### src/rtl/priority_encoder_core.sv
// Combinational MSB-first priority encode of a request vector, gated by enable.
// Scales with WIDTH: a loop walks upward, so the highest set bit is the last
// assignment and wins.
module priority_encoder_core #(
  parameter int WIDTH = 8,
  parameter int OUT_W = $clog2(WIDTH)
) (
  input  logic [WIDTH-1:0] I,
  input  logic             en,
  output logic [OUT_W-1:0] idx,
  output logic             any
);

  // Highest-index active request; idx stays 0 and any stays low when disabled or idle
  always_comb begin
    idx = '0;
    any = 1'b0;
    if (en) begin
      for (int k = 0; k < WIDTH; k++) begin
        if (I[k]) begin
          idx = OUT_W'(k);
          any = 1'b1;
        end
      end
    end
  end

endmodule

### src/rtl/priority_encoder.sv
// Registered WIDTH-to-log2(WIDTH) priority encoder. The highest-numbered
// asserted request wins. Outputs update one clock after en/I are sampled.
module priority_encoder #(
  parameter int WIDTH = 8
) (
  input  logic                     clk,
  input  logic                     rst_n,
  input  logic [WIDTH-1:0]         I,
  input  logic                     en,
  output logic [$clog2(WIDTH)-1:0] F,
  output logic                     valid
);

  localparam int OUT_W = $clog2(WIDTH);

  logic [OUT_W-1:0] idx_p0;
  logic             vld_p0;
  logic [OUT_W-1:0] f_p1;
  logic             vld_p1;

  priority_encoder_core #(
    .WIDTH (WIDTH),
    .OUT_W (OUT_W)
  ) u_core (
    .I   (I),
    .en  (en),
    .idx (idx_p0),
    .any (vld_p0)
  );

  // Stage p0 -> p1: output register; reset clears both index and valid so idle reads F=0
  always_ff @(posedge clk) begin
    if (!rst_n) begin
      f_p1   <= '0;
      vld_p1 <= 1'b0;
    end else begin
      f_p1   <= idx_p0;
      vld_p1 <= vld_p0;
    end
  end

  assign F     = f_p1;
  assign valid = vld_p1;

endmodule

### config.mk
export PLATFORM = sky130hd
export DESIGN_NAME = priority_encoder
export DESIGN_NICKNAME = d
export VERILOG_FILES = /design/src/rtl/priority_encoder_core.sv /design/src/rtl/priority_encoder.sv
export SDC_FILE = /design/constraint.sdc
export NUM_CORES = 1
export LEC_CHECK = 0
export CAP_MARGIN = 20
export CORE_AREA = 8 8 45 47
export DETAILED_ROUTE_END_ITERATION = 7
export DIE_AREA = 0 0 53 55
export HOLD_SLACK_MARGIN = 0.08
export PLACE_DENSITY = 0.43
export SKIP_CTS_REPAIR_TIMING = 1
export SLEW_MARGIN = 15
export SYNTH_ARGS = -nofsm -noshare
export SYNTH_HDL_FRONTEND = slang
export SYNTH_SLANG_ARGS = --single-unit
export TNS_END_PERCENT = 1
### constraint.sdc
create_clock -name clk -period 0.8 [get_ports clk]
set_input_delay 0.16 -clock clk [delete_from_list [all_inputs] [get_ports clk]]
set_output_delay 0.16 -clock clk [all_outputs]
set_load 0.01 [all_outputs]
# Yosys cells after proc, flatten, opt, wreduce, memory -nomap -nowiden
# Index checks and enable logic that the tools add are counted.
# word_totals
register_bits	4
latchBits	0
ram_bits	0
romBits	0
out_inout_bits	4
wordCells	18
mem_count	0
# op_classes
n_addsub	0
multipliers	0
n_div	0
order_cmp	0
eq_ne	0
shift	0
mux	15
bitwise	0
reduce_logical	1
# ops
operator	count
3-bit 2-to-1 mux	4
1-bit 2-to-1 mux	9
2-bit 2-to-1 mux	2
2-bit AND reduction	1

# Logic depth before layout (Yosys ltp)
# logic_depth
ltp_word	8
ltp_mapped	3
ltp_nobuf	3

# Hierarchy
# A second synthesis with hierarchy kept.
# hier_totals
cells_unflattened	22
area_unflattened_um2	185.2
# by_module_without_submodules
module	n_inst	cells_each	area_per_inst_um2
priority_encoder	1	8	105.1
priority_encoder_core	1	14	80.1

# Worst setup path after synthesis
# No wires, ideal clock.
# synth_timing
path_type	input port to flip-flop
startpoint	in I[2]
endpoint	reg vld_p1 (netlist: valid)
setup_ns	0.127
arrival_time_ns	0.488
required_ns	0.673
setup_slack_ns	0.184
path_stages	2
path_cell_list	nor4_2 -> a31oi_1
# synth_between
elab_chain_len	6
# synth_rtl
item	line_no	text
from (decl)	priority_encoder.sv:8	input logic [WIDTH-1:0] I,
1-bit 2-to-1 mux (6 in a row)	priority_encoder_core.sv:20	if (I[k]) begin
to (signal assigned)	priority_encoder.sv:38	vld_p1 <= vld_p0;
to (decl)	priority_encoder.sv:19	logic vld_p1;
# Every way passes these cells.
# A chain may end at the register's enable or synchronous reset.

# Final worst setup path
# layout_timing
startpoint	reg f_p1[0] (netlist: F[0])
endpoint	out F[0]
# layout_lines
item	line_no	text
from (decl)	priority_encoder.sv:18	logic [OUT_W-1:0] f_p1;
from (signal assigned)	priority_encoder.sv:37	f_p1 <= idx_p0;
to (decl)	priority_encoder.sv:10	output logic [$clog2(WIDTH)-1:0] F,
# No word-level cell between the ends.

==> impl_results.md <==
* Outcome: complete, but fails checks
* Failing checks: negative setup slack
* Leakage power at 0.227 nW
* TritonCTS Buffers at 3
* Commonest non-fill, non-tap cell in the layout: dlymetal6s2s_1
* Maxcap violations at 0
* Crit path to: F[0]
* Critical path depth in cells at 1
* Crit end category: output pin
* Synth area leader: dfxtp_1
* Synth top area share at 47.4%
* RSZ-0062 raised after global routing: yes
* Number of global-route vias before repair at 200
* VDD IR-drop max at 323 µV
* Pwr Total at 0.553 mW
* Register bit total from synthesis at 4
* Die Footprint at 2920 µm²
* Max clock buf depth at 2
* Worst-path clk slew at 0.03 ns
* Vias per cell at 3.86
* Antenna diodes at 0
* Start point of the critical path: F[0]
* Sw Ratio at 20.5%
* First-pass GRT wire length at 828 µm
* Overall global routing resource usage at 4.42%
* Most frequent cells in the layout: dlymetal6s2s_1 (9), dfxtp_1 (4), buf_2 (4), a21oi_1 (3), clkbuf_4 (3)
* Highest Clock Rate at 1250 MHz
* DRT iter0 DRCs at 0
* Post-synthesis sequential area ratio at 47.4%
* Syn_nets at 28
* Die height at 55 µm
* Combinational power share at 18.8%
* Final Util at 26.1%
* Layout cells sized above 1 at 34.3%
* Worst Tran Pin Value at 0.243 ns
* CP max stage delay at 0.29 ns
* TritonCTS clock tree: built
* Worst min path class: in2reg
* Root buffer cell: clkbuf_4
* Tmin final at 0.802 ns
* Starting Density at 12.2%
* Critical path's slowest cell: dfxtp_1
* Critical Path RT at 0.64 ns
* Reg power frac at 38.8%
* WL final at 567 µm
* Syn. warnings at 0
* # rows at 14
* Setup violators final at 2
* Post-Syn Area at 169 µm²
* Type of origin of the critical path: flip-flop
* WP buf/inv at 1
* Core Area at 1380 µm²
* Die W at 53 µm
* Final worst-path cycle share at 100%
* Yosys cell types at 12
* Net switching power at 0.114 mW
* Final count of hold timing violations at 0
* IO Port Bufs at 14
* Initial DRT Pass Iterations at 1
* Ranking of synthesized cells by area: dfxtp_1 (47%), o41ai_2 (9.6%), a21oi_1 (8.9%)
* Final ANT Viol Nets at 0
* Critical path data arrival time at 0.64 ns
* Syn Area/Cell at 9.94 µm²
* Drt drc at 0
* Critical Path, Cell by Cell: buf_2
* H-tree Lvls at 1
* Cells after Synth at 17
* Internal power at 0.440 mW
* Total grt overflow at 0
* GPL Wtd Cong at 0.598
* Clock sink count at 4
* Slew headroom at 83.6%
* Via count at 197
* Top delay family on crit path: flip-flops
* Area Overhead vs Synth at 114%
* Largest net degree at the start of global routing at 4
* CP max FO at 1
* Wire per inst at 11.1 µm
* HPWL after detailed placement at 481 µm
* Layout Nets at 48
* PwrDens at 1530 nW/µm²
* Crit Path Class: reg2out
* Final worst setup slack at -0.00240 ns
* Fin. max-slew vios at 0
* Clock power frac at 42.4%
* Initial antenna violation count at 0
* Num ports at 15
[cell usage after synthesis]
| cell | n |
|---|---|
| o21ai_1 | 1 |
| inv_1 | 1 |
| dfxtp_1 | 4 |
| nor2_1 | 1 |
| o41ai_2 | 1 |
| o21bai_1 | 1 |
| a31oi_1 | 1 |
| nand2_2 | 1 |
| nor4_2 | 1 |
| nor2b_1 | 1 |
| nor2_2 | 1 |
| a21oi_1 | 3 |
[metrics by stage]
step                      area, µm²  std cells  hold slack [ns]  setup TNS [ns]  setup WS (ns)
after CTS                       359         51            0.561           -1.94         -0.436
after global placement          337         48            0.800           -1.87         -0.319
after floorplan                 169         17            0.261               0          0.184
after detailed placement        337         48            0.804           -1.91         -0.333
final                           362         51            0.204        -0.00405       -0.00240
after global routing            362         51            0.210          -0.157        -0.0457
[power by group through the flow]
| stage | Combinational [mW] | Clock [mW] | Sequential (mW) |
|---|---|---|---|
| floorplan | 0.0253 | 0 | 0.225 |
| global placement | 0.122 | 0 | 0.218 |
| detailed placement | 0.123 | 0 | 0.218 |
| CTS | 0.123 | 0.249 | 0.215 |
| global route | 0.114 | 0.265 | 0.216 |
| finish | 0.104 | 0.235 | 0.215 |
[per-layer routing]
| layer | global-route usage, % | up-vias | wire (µm) |
|---|---|---|---|
| li1 | - | 98 | - |
| met4 | 6.47 | 0 | 11 |
| met5 | 0 | - | 0 |
| met2 | 7.62 | 5 | 329 |
| met1 | 2.42 | 92 | 173 |
| met3 | 2.94 | 2 | 53 |
[cell type report]
type                    count  area, µm²
multi-input cells          12       85.1
inverters                   1       3.75
clock buffers               3       22.5
fillers                   148       1020
repair buffers             15        150
well taps                  16       20.0
flip-flops and latches      4       80.1
[flip-flops by register name, summed over array words and instances, names as in the netlist]
name / flops
valid: 1
F: 3
[worst min-delay path by stage]
stage                 to  depth (start not counted)  slack, ns  start
floorplan           F[0]                          1       0.26   I[4]
global placement    F[0]                          3       0.80     en
detailed placement  F[0]                          3       0.80     en
CTS                 F[0]                          3       0.56     en
global route        F[0]                          2       0.21   I[4]
finish              F[0]                          2       0.20   I[4]
[cell families (layout without fill, tap and decap cells)]
group / Yosys count / count (layout) / synth area share (%)
AOI/OAI and AO/OA: 7 / 7 / 29.6
and+or+nand+nor: 5 / 5 / 20.7
DFF: 4 / 4 / 47.4
buffers and inverters: 1 / 19 / 2.22
No activity file was read; power rests on OpenSTA's default activity.
